### src/rtl/hdlverifier_capture_pkg.sv
// Shared definitions for the multi-channel trigger-capture buffer:
// state encoding, depth and channel-select width helpers.
package hdlverifier_capture_pkg;

  localparam logic [2:0] S_IDLE  = 3'd0;
  localparam logic [2:0] S_PRE   = 3'd1;
  localparam logic [2:0] S_ARMED = 3'd2;
  localparam logic [2:0] S_POST  = 3'd3;
  localparam logic [2:0] S_FULL  = 3'd4;

  typedef enum logic [2:0] {
    ST_IDLE  = S_IDLE,
    ST_PRE   = S_PRE,
    ST_ARMED = S_ARMED,
    ST_POST  = S_POST,
    ST_FULL  = S_FULL
  } state_e;

  function automatic int depth_of(input int addr_width);
    return 1 << addr_width;
  endfunction

  function automatic int ch_w_of(input int num_ch);
    return (num_ch > 1) ? $clog2(num_ch) : 1;
  endfunction

endpackage

### src/rtl/hdlverifier_capture_ram.sv
// Simple dual-port sample RAM, one clock, one write and one read port.
// Read data is registered: address in cycle N, data valid in cycle N+1. No stalls.
module hdlverifier_capture_ram
  import hdlverifier_capture_pkg::*;
#(
  parameter int WIDTH      = 32,
  parameter int ADDR_WIDTH = 5
) (
  input  logic                  clk,
  input  logic                  wr_vld,
  input  logic [ADDR_WIDTH-1:0] wr_addr,
  input  logic [WIDTH-1:0]      wr_dat,
  input  logic [ADDR_WIDTH-1:0] rd_addr,
  output logic [WIDTH-1:0]      rd_dat
);

  localparam int DEPTH = depth_of(ADDR_WIDTH);

  logic [WIDTH-1:0] mem [DEPTH];
  logic [WIDTH-1:0] rd_dat_q;

  // Contents are deliberately not reset so a capture survives abort and reset.
  always_ff @(posedge clk) begin
    if (wr_vld) begin
      mem[wr_addr] <= wr_dat;
    end
    rd_dat_q <= mem[rd_addr];
  end

  assign rd_dat = rd_dat_q;

endmodule

### src/rtl/hdlverifier_capture_multi.sv
// Multi-channel trigger capture into a circular RAM with pre-trigger window and decimation.
// Readback latency 2 cycles, one request per cycle; no backpressure, reads honoured only in FULL.
module hdlverifier_capture_multi
  import hdlverifier_capture_pkg::*;
#(
  parameter  int DATA_WIDTH = 8,
  parameter  int NUM_CH     = 4,
  parameter  int ADDR_WIDTH = 5,
  localparam int CH_W       = ch_w_of(NUM_CH)
) (
  input  logic                         clk,
  input  logic                         reset,
  input  logic                         clk_enable,
  input  logic [NUM_CH*DATA_WIDTH-1:0] data,
  input  logic [NUM_CH-1:0]            trigger,
  input  logic [NUM_CH-1:0]            trigger_mask,
  input  logic                         trigger_and,
  input  logic                         trigger_edge,
  input  logic [ADDR_WIDTH-1:0]        trigger_pos,
  input  logic [7:0]                   decim,
  input  logic                         run,
  input  logic                         immediate,
  output logic                         flag_full,
  output logic                         busy,
  output logic [2:0]                   state,
  input  logic                         rd_req,
  input  logic [CH_W-1:0]              rd_ch,
  input  logic [ADDR_WIDTH-1:0]        rd_addr,
  output logic                         rd_valid,
  output logic [DATA_WIDTH-1:0]        rd_data
);

  state_e                  state_q, state_d;
  logic                    run_d1_q, run_d1_d;
  logic [ADDR_WIDTH-1:0]   waddr_q, waddr_d;
  logic [ADDR_WIDTH-1:0]   base_q, base_d;
  logic [ADDR_WIDTH-1:0]   cnt_q, cnt_d;
  logic [ADDR_WIDTH-1:0]   tp_q, tp_d;
  logic [7:0]              dcnt_q, dcnt_d;
  logic [7:0]              decim_q, decim_d;
  logic                    and_q, and_d;
  logic                    edge_q, edge_d;
  logic                    prev_q, prev_d;
  logic [NUM_CH-1:0]       mask_q, mask_d;
  logic                    rd_pend_q, rd_pend_d;
  logic [CH_W-1:0]         rd_ch_q, rd_ch_d;
  logic                    rd_valid_q, rd_valid_d;
  logic [DATA_WIDTH-1:0]   rd_data_q, rd_data_d;

  logic                    capturing;
  logic                    accept;
  logic                    run_rise;
  logic                    cond;
  logic                    hit;
  logic [ADDR_WIDTH:0]     cnt_inc;
  logic [ADDR_WIDTH-1:0]   ram_rd_addr;
  logic [NUM_CH*DATA_WIDTH-1:0] ram_rd_dat;

  // Trigger combiner; an all-zero mask never fires, even in AND mode.
  always_comb begin
    cond = 1'b0;
    if (mask_q != '0) begin
      cond = and_q ? (&(trigger | ~mask_q)) : (|(trigger & mask_q));
    end
    hit = immediate | (edge_q ? (cond & ~prev_q) : cond);
  end

  always_comb begin
    state_d   = state_q;
    run_d1_d  = run;
    waddr_d   = waddr_q;
    base_d    = base_q;
    cnt_d     = cnt_q;
    tp_d      = tp_q;
    dcnt_d    = dcnt_q;
    decim_d   = decim_q;
    and_d     = and_q;
    edge_d    = edge_q;
    prev_d    = prev_q;
    mask_d    = mask_q;
    run_rise  = run & ~run_d1_q;
    capturing = (state_q == ST_PRE) || (state_q == ST_ARMED) || (state_q == ST_POST);
    accept    = capturing && clk_enable && (dcnt_q == '0);
    cnt_inc   = {1'b0, cnt_q} + (ADDR_WIDTH+1)'(1);

    if (capturing && clk_enable) begin
      dcnt_d = (dcnt_q == decim_q) ? '0 : dcnt_q + 8'd1;
    end
    if (accept) begin
      waddr_d = waddr_q + ADDR_WIDTH'(1);
      prev_d  = cond;
    end

    case (state_q)
      ST_IDLE: begin
        waddr_d = '0;
        cnt_d   = '0;
        dcnt_d  = '0;
        prev_d  = 1'b0;
        if (run_rise) begin
          tp_d    = trigger_pos;
          decim_d = decim;
          and_d   = trigger_and;
          edge_d  = trigger_edge;
          mask_d  = trigger_mask;
          state_d = (trigger_pos == '0) ? ST_ARMED : ST_PRE;
        end
      end
      ST_PRE: begin
        if (accept) begin
          if (cnt_inc == {1'b0, tp_q}) begin
            cnt_d   = '0;
            state_d = ST_ARMED;
          end else begin
            cnt_d = cnt_inc[ADDR_WIDTH-1:0];
          end
        end
      end
      ST_ARMED: begin
        if (accept && hit) begin
          cnt_d   = '0;
          state_d = (tp_q == '1) ? ST_FULL : ST_POST;
        end
      end
      ST_POST: begin
        // ~tp_q is DEPTH-1-trigger_pos, the post-trigger sample count.
        if (accept) begin
          if (cnt_inc == {1'b0, ~tp_q}) begin
            state_d = ST_FULL;
          end else begin
            cnt_d = cnt_inc[ADDR_WIDTH-1:0];
          end
        end
      end
      ST_FULL: begin
        state_d = ST_FULL;
      end
      default: begin
        state_d = ST_IDLE;
      end
    endcase

    if ((state_q != ST_IDLE) && !run) begin
      state_d = ST_IDLE;
    end
    // After exactly DEPTH or more writes the next write slot holds the oldest sample.
    if (state_d == ST_FULL) begin
      base_d = waddr_d;
    end
  end

  always_comb begin
    ram_rd_addr = base_q + rd_addr;
    rd_pend_d   = rd_req && (state_q == ST_FULL);
    rd_ch_d     = rd_ch;
    rd_valid_d  = rd_pend_q;
    rd_data_d   = rd_data_q;
    if (rd_pend_q) begin
      rd_data_d = '0;
      for (int c = 0; c < NUM_CH; c++) begin
        if (rd_ch_q == CH_W'(c)) begin
          rd_data_d = ram_rd_dat[c*DATA_WIDTH +: DATA_WIDTH];
        end
      end
    end
  end

  always_ff @(posedge clk) begin
    if (reset) begin
      state_q    <= ST_IDLE;
      run_d1_q   <= 1'b0;
      waddr_q    <= '0;
      base_q     <= '0;
      cnt_q      <= '0;
      tp_q       <= '0;
      dcnt_q     <= '0;
      decim_q    <= '0;
      and_q      <= 1'b0;
      edge_q     <= 1'b0;
      prev_q     <= 1'b0;
      mask_q     <= '0;
      rd_pend_q  <= 1'b0;
      rd_ch_q    <= '0;
      rd_valid_q <= 1'b0;
      rd_data_q  <= '0;
    end else begin
      state_q    <= state_d;
      run_d1_q   <= run_d1_d;
      waddr_q    <= waddr_d;
      base_q     <= base_d;
      cnt_q      <= cnt_d;
      tp_q       <= tp_d;
      dcnt_q     <= dcnt_d;
      decim_q    <= decim_d;
      and_q      <= and_d;
      edge_q     <= edge_d;
      prev_q     <= prev_d;
      mask_q     <= mask_d;
      rd_pend_q  <= rd_pend_d;
      rd_ch_q    <= rd_ch_d;
      rd_valid_q <= rd_valid_d;
      rd_data_q  <= rd_data_d;
    end
  end

  hdlverifier_capture_ram #(
    .WIDTH      (NUM_CH*DATA_WIDTH),
    .ADDR_WIDTH (ADDR_WIDTH)
  ) u_ram (
    .clk     (clk),
    .wr_vld  (accept),
    .wr_addr (waddr_q),
    .wr_dat  (data),
    .rd_addr (ram_rd_addr),
    .rd_dat  (ram_rd_dat)
  );

  assign flag_full = (state_q == ST_FULL);
  assign busy      = capturing;
  assign state     = state_q;
  assign rd_valid  = rd_valid_q;
  assign rd_data   = rd_data_q;

endmodule

### config.mk
export PLATFORM = sky130hd
export DESIGN_NAME = hdlverifier_capture_multi
export DESIGN_NICKNAME = d
export VERILOG_FILES = /design/src/rtl/hdlverifier_capture_pkg.sv /design/src/rtl/hdlverifier_capture_ram.sv /design/src/rtl/hdlverifier_capture_multi.sv
export SDC_FILE = /design/constraint.sdc
export NUM_CORES = 1
export LEC_CHECK = 0
export CAP_MARGIN = 15
export CORE_MARGIN = 8
export CORE_UTILIZATION = 30
export CTS_CLUSTER_SIZE = 28
export DETAILED_ROUTE_END_ITERATION = 8
export GPL_TIMING_DRIVEN = 0
export PLACE_DENSITY = 0.51
export SYNTH_ARGS = -nofsm -noshare
export SYNTH_HDL_FRONTEND = slang
export SYNTH_SLANG_ARGS = --single-unit
### constraint.sdc
create_clock -name clk -period 3.27 [get_ports clk]
set_clock_uncertainty 0.05 [all_clocks]
set_input_delay 0.654 -clock clk [delete_from_list [all_inputs] [get_ports clk]]
set_output_delay 0.654 -clock clk [all_outputs]
set_load 0.005 [all_outputs]
; ---- After elaboration in Yosys (flattened, before gate mapping)
; Memories as Yosys holds them, arrays and structs flattened. A register that Yosys moved wholly into a read port is not among the register bits.
; Cells that the tools add are included.
[op_classes]
eq_ne = 16
muxes = 28
n_reduce_logical = 20
add_sub_neg = 4
n_bitwise = 9
[ops]
columns = operator, count
row1 = two-way mux 8 bit, 5
row2 = two-way mux 5 bit, 7
row3 = two-way mux 3 bit, 8
row4 = one-hot mux 5 bit (4 select lines), 1
row5 = one-hot mux 3 bit (5 select lines), 1
row6 = == test 6 x 5 -> 1 bit, 2
row7 = adder 8 x 1 -> 8 bit (second input constant), 1
row8 = == test 8 bit, 1
row9 = zero test 8 bit, 1
row10 = nonzero test 4 bit, 2
row11 = adder 5 x 1 -> 6 bit (second input constant), 1
row12 = == test 3 x 2 -> 1 bit (second input constant), 2
row13 = == test 3 bit (second input constant), 2
row14 = != test 2 bit (second input constant), 3
row15 = adder 5 x 1 -> 5 bit (second input constant), 1
row16 = adder 5 bit, 1
row17 = == test 5 bit (second input constant), 1
row18 = logical AND 1 bit, 5
row19 = zero test 5 bit, 1
row20 = two-way mux 1 bit, 5
row21 = inverter 5 bit, 1
row22 = AND reduction 5 bit, 1
row23 = AND 4 bit, 1
row24 = == test 2 bit (second input constant), 2
row25 = other kinds (18), 21
[word_totals]
ramBits = 1024
inputBits = 68
regBits = 59
memories = 1
[memory_table]
columns = memory, words, word_bits, rd, rd_clocked_by_memory_dff, wr, line
row1 = u_ram.mem, 32, 32, 1, 1, 1, hdlverifier_capture_ram.sv:19  ; logic [WIDTH-1:0] mem [DEPTH];

; ---- Depth between registers and ports, before layout
[logic_depth]
depth_word = 13
ltp_mapped = 11
ltp_nobuf = 9

; ---- Modules after synthesis
; From an unflattened synthesis, not the netlist that was laid out.
[hier_totals]
hier_cells = 2622
hier_area_um2 = 43785.7
[modules_own_cells]
columns = module, cells_per_inst, area_per_inst_um2, instances, seq_area_each_um2
row1 = hdlverifier_capture_ram, 2260, 40491.3, 1, 31390.1
row2 = hdlverifier_capture_multi, 362, 3294.4, 1, 1181.1

; ---- Worst setup path before layout
; Ideal clock, no wire load.
[synth_path]
kind = flip-flop to flip-flop
startpoint = reg dcnt_q[0]
endpoint = mem u_ram.mem[30][0], enable pin
setup_time_ns = 0.421
stages_incl_launch_ff = 9
synth_period_minus_slack_ns = 3.479
arrival_ns = 3.008
required_ns = 2.799
path_slack_ns = -0.209
cell_sequence = dfxtp_1 > inv_1 > ha_1 > or4b_4 > nor4_4 > and2_1 > buf_4 > nand2_1 > nor2_1
[synth_between]
elab_chain_cells = 4
[synth_rtl]
columns = item, line
row1 = "start, declared", hdlverifier_capture_multi.sv:39  ; logic [7:0] dcnt_q, dcnt_d;
row2 = "start signal, assigned", hdlverifier_capture_multi.sv:193  ; dcnt_q <= dcnt_d;
row3 = zero test 8 bit, hdlverifier_capture_multi.sv:83  ; accept = capturing && clk_enable && (dcnt_q == '0);
row4 = logical AND 1 bit, hdlverifier_capture_multi.sv:83
row5 = two-way mux 1 bit, hdlverifier_capture_ram.sv:24  ; if (wr_vld) begin
row6 = two-way mux 1 bit (not written as such), hdlverifier_capture_ram.sv:25  ; mem[wr_addr] <= wr_dat;
row7 = "end, declared", hdlverifier_capture_ram.sv:19
; Every way passes these cells.

; ---- Worst setup path after layout
[layout_path]
startpoint = in rd_addr[0]
endpoint = reg u_ram.rd_dat_q[4], in the netlist u_ram.rd_dat[4], read port of u_ram.mem
[layout_between]
elab_chain_cells = 1
[layout_rtl]
columns = item, line
row1 = "start, declared", hdlverifier_capture_multi.sv:28  ; input logic [ADDR_WIDTH-1:0] rd_addr,
row2 = adder 5 bit, hdlverifier_capture_multi.sv:153  ; ram_rd_addr = base_q + rd_addr;
row3 = "end, declared", hdlverifier_capture_ram.sv:20  ; logic [WIDTH-1:0] rd_dat_q;
; Every way passes these cells.
; A chain may end at the register's enable or synchronous reset.

==> run_results.csv <==
group,metric,value,unit
synthesis,yosys.area_share.xor_xnor,0.005898,
floorplan,start_util,0.3009,
clock_tree,clk_pin_slew,0.06,ns
hold_path,hold_depth,2,
setup_path,regToRegEndpoint,"u_ram.rd_dat[4]",
synthesis,ys_warn_count,0,
setup_path,critPathMaxStageDelay,0.66,ns
setup_path,cp_max_fo,10,
clock_tree,cts_hold_buf,0,
floorplan,die_w,394.9,um
timing,setup_viol,0,
power_and_ir_drop,p_leak,0.01674,uW
final_layout,syn2layout_area_growth,21.02,%
synthesis,synthTopCellsByArea,"edfxtp_1 71%, mux4_2 14%, dfxtp_1 4.2%, nand2_1 3.0%, nand3_1 2.0%",
drt,vias,22694,
hold_path,hold_path_class,"flip-flop to flip-flop",
placement,gp_congestion,0.8006,
setup_path,r2r-start,"base_q[0]",
grt,grt_max_degree,33,
drt,drcViolationCount,0,
synthesis,syn_area,43060,sq um
grt,grt_usage,0.1456,
final_layout,layout-drive-gt1-share,0.2583,
grt,grt-ovfl-total,0,
grt,grt_pass1_wl,167.7,mm
power_and_ir_drop,p_per_area,586.1,nW/um^2
synthesis,syn_inst,2301,
final_layout,instances_no_fill,4579,
timing,fin_crit_sh,0.9934,
grt,antenna_found_initial,2,
synthesis,synth_simple_gate_area_frac,0.06540,
timing,rsz0062_at_grt,"no",
timing,max_slew_margin,0.2167,
synthesis,seq_area_frac_synth,0.7563,
power_and_ir_drop,p_total,30540,uW
synthesis,synthMuxAreaShare,0.1417,
clock_tree,cts_tree,"yes",
final_layout,finalInstanceArea,52120,sq um
setup_path,crit_type,"primary input to flip-flop",
synthesis,synth-main-ff-cell,"edfxtp_1",
setup_path,cp_top_family,"buffers and inverters",
power_and_ir_drop,vdd_ir_drop_max,0.0003568,V
synthesis,syn_avg_cell_area,18.72,sq um
drt,drtIter0Drc,2243,
drt,firstDrtPassIters,5,
grt,grt_pass1_vias,23648,
synthesis,synth_compound_area_frac,0.01281,
setup_path,arrival,3.69,ns
floorplan,dieHeight,394.9,um
setup_path,crit_buf_inv,4,
clock_tree,htreeDepth,3,
timing,drv_slew,0,
floorplan,die_area,155900,sq um
synthesis,ys_ff_latch,1115,
clock_tree,root_buffer,"clkbuf_16",
clock_tree,numCtsBuffers,114,
synthesis,synth_top_area_cell,"edfxtp_1",
timing,worstMarginPinSlew,1.171,ns
setup_path,cp_cell_sequence,"clkdlybuf4s50_1 -> ha_1 -> fa_2 -> clkbuf_4 -> buf_8 -> buf_2 -> mux4_2 -> nand2_1 -> nand3_1 -> nand3_1 -> o21ai_0",
placement,place_area,47180,sq um
clock_tree,cts.path.max_buffers,3,
floorplan,core-area,143100,sq um
setup_path,startpoint_type,"primary input",
synthesis,synth_most_common_cell,"edfxtp_1",
clock_tree,cts.sinks,1115,
synthesis,synthArstFlopShare,0,
placement,hpwl,78.11,mm
setup_path,required,3.72,ns
synthesis,synth_common_cells,"1,024 x edfxtp_1, 343 x nand2_1, 264 x mux4_2, 170 x nand3_1, 91 x dfxtp_1",
setup_path,r2r_cells,10,
drt,detail_route.vias_per_cell,4.956,
hold_path,holdPathEnd,"prev_q",
synthesis,yosys.area.top_type_share,0.7140,
setup_path,crit_path_top_delay_cell,"fa_2",
synthesis,synthAdderAreaFrac,0.003661,
drt,wl_per_cell,25.37,um
final_layout,utilization,0.3641,
setup_path,crit_top_cell,"nand3_1",
placement,portBuffers,81,
timing,period_needed,3.248,ns
final_layout,fin_nets,2656,
synthesis,syn_nets,2381,
synthesis,synth_edf_count,1024,
outcome,outcome,"completed",
hold_path,worstHoldStart,"prev_q",
drt,drt_wl_total,116.2,mm
setup_path,reg2reg_slack,0.10,ns
floorplan,rows,139,
setup_path,cp-end-kind,"flip-flop",
clock_tree,clk_latency,0.73,ns
drt,antenna_left,0,
synthesis,synth_top_family_by_area,"multiplexers",
floorplan,ios,82,
synthesis,synth_cell_types,63,
timing,fmax,0.3078,GHz
timing,finalHoldViolCount,0,
job,timing.max_cap.violations,0,
placement,placed_cells,4319,
layer usage:
metal  part of all wire  GRT usage
met5            0.00011          0
met2               0.47     0.2367
met1               0.44     0.2006
met4              0.026    0.03892
met3              0.065    0.02793
tightest hold or removal path, delay by kind of cell (launching register included):
kind,cells,cell delay (ns)
AND/OR/NAND/NOR,1,0.06
AO/OA/AOI/OAI,1,0.05
flip-flops,1,0.31
cells by family after synthesis:
logic type | count (synthesis)
simple gates | 636
buf+inv | 135
xor+xnor | 29
mux | 279
compound gates | 95
flops | 1115
fa+ha+maj | 12
power by group:
part           internal [uW]  switching [uW]  leakage (uW)
Combinational            603             966       0.00490
Clock                   7750            5530       0.00189
Sequential             15600            56.7       0.00995
how the worst max path moves through the flow:
stage / end / depth (start not counted) / slack (ns) / from
floorplan: u_ram.mem[30][0] / 8 / -0.21 / dcnt_q[0]
global placement: u_ram.mem[20][17] / 8 / -2.73 / clk_enable
detailed placement: u_ram.rd_dat[26] / 10 / -1.77 / rd_addr[0]
CTS: u_ram.rd_dat[4] / 11 / 0.006 / rd_addr[0]
global route: u_ram.rd_dat[9] / 10 / 0.02 / rd_addr[0]
finish: u_ram.rd_dat[4] / 11 / 0.02 / rd_addr[0]
sequential cells by signal (all words and copies together) (netlist names):
signal / count
prev_q: 1
u_ram.mem: 1024
dcnt_q: 8
rd_data: 8
rd_valid: 1
decim_q: 8
tp_q: 5
u_ram.rd_dat: 32
and_q: 1
cnt_q: 5
state: 3
rd_ch_q: 2
rd_pend_q: 1
run_d1_q: 1
base_q: 5
waddr_q: 5
mask_q: 4
edge_q: 1
final cells by class:
class / instances / area [sq um]
fillers: 13193 / 91020
flip-flops and latches: 1115 / 32570
multi-input cells: 1051 / 10170
clock buffers: 138 / 3007
well taps: 1903 / 2381
repair buffers: 159 / 2364
clock inverters: 77 / 844.6
plain buffers: 126 / 744.5
inverters: 9 / 36.28
diodes: 1 / 2.502
placed cells by master (no fill, tap or decap), types with 19 or more instances in the layout:
cell             synthesis  final
clkinv_2                 0     32
dfxtp_1                 91     91
clkbuf_2                 0     41
clkdlybuf4s50_1          0     81
o21ai_0                 38     35
a21oi_1                 33     32
clkbuf_16                0    118
buf_12                   0     62
nor2_1                  62     31
edfxtp_1              1024   1024
nor2_4                   0     31
nand3_1                170    170
clkbuf_1                77     39
buf_2                   25     24
mux4_2                 264    264
nand2_1                343    340
clkbuf_4                 0     19
stage by stage:
step | setup WS (ns) | hold slack, ns | setup TNS [ns]
after floorplan | -0.2087 | 0.3821 | -195.03
after global placement | -2.733 | 0.3945 | -2602.03
after detailed placement | -1.770 | 0.4027 | -445.92
after CTS | 0.006472 | 0.4180 | 0
after global routing | 0.02015 | 0.4425 | 0
final | 0.02158 | 0.4174 | 0
what timing repair did:
action / CTS / global route
gates resized for setup: 95 / 42
endpoints found under the setup margin: 888 / 215
buffers inserted: 30 / 2
pin swaps: 31 / 2
No activity file was read; power rests on OpenSTA's default activity.
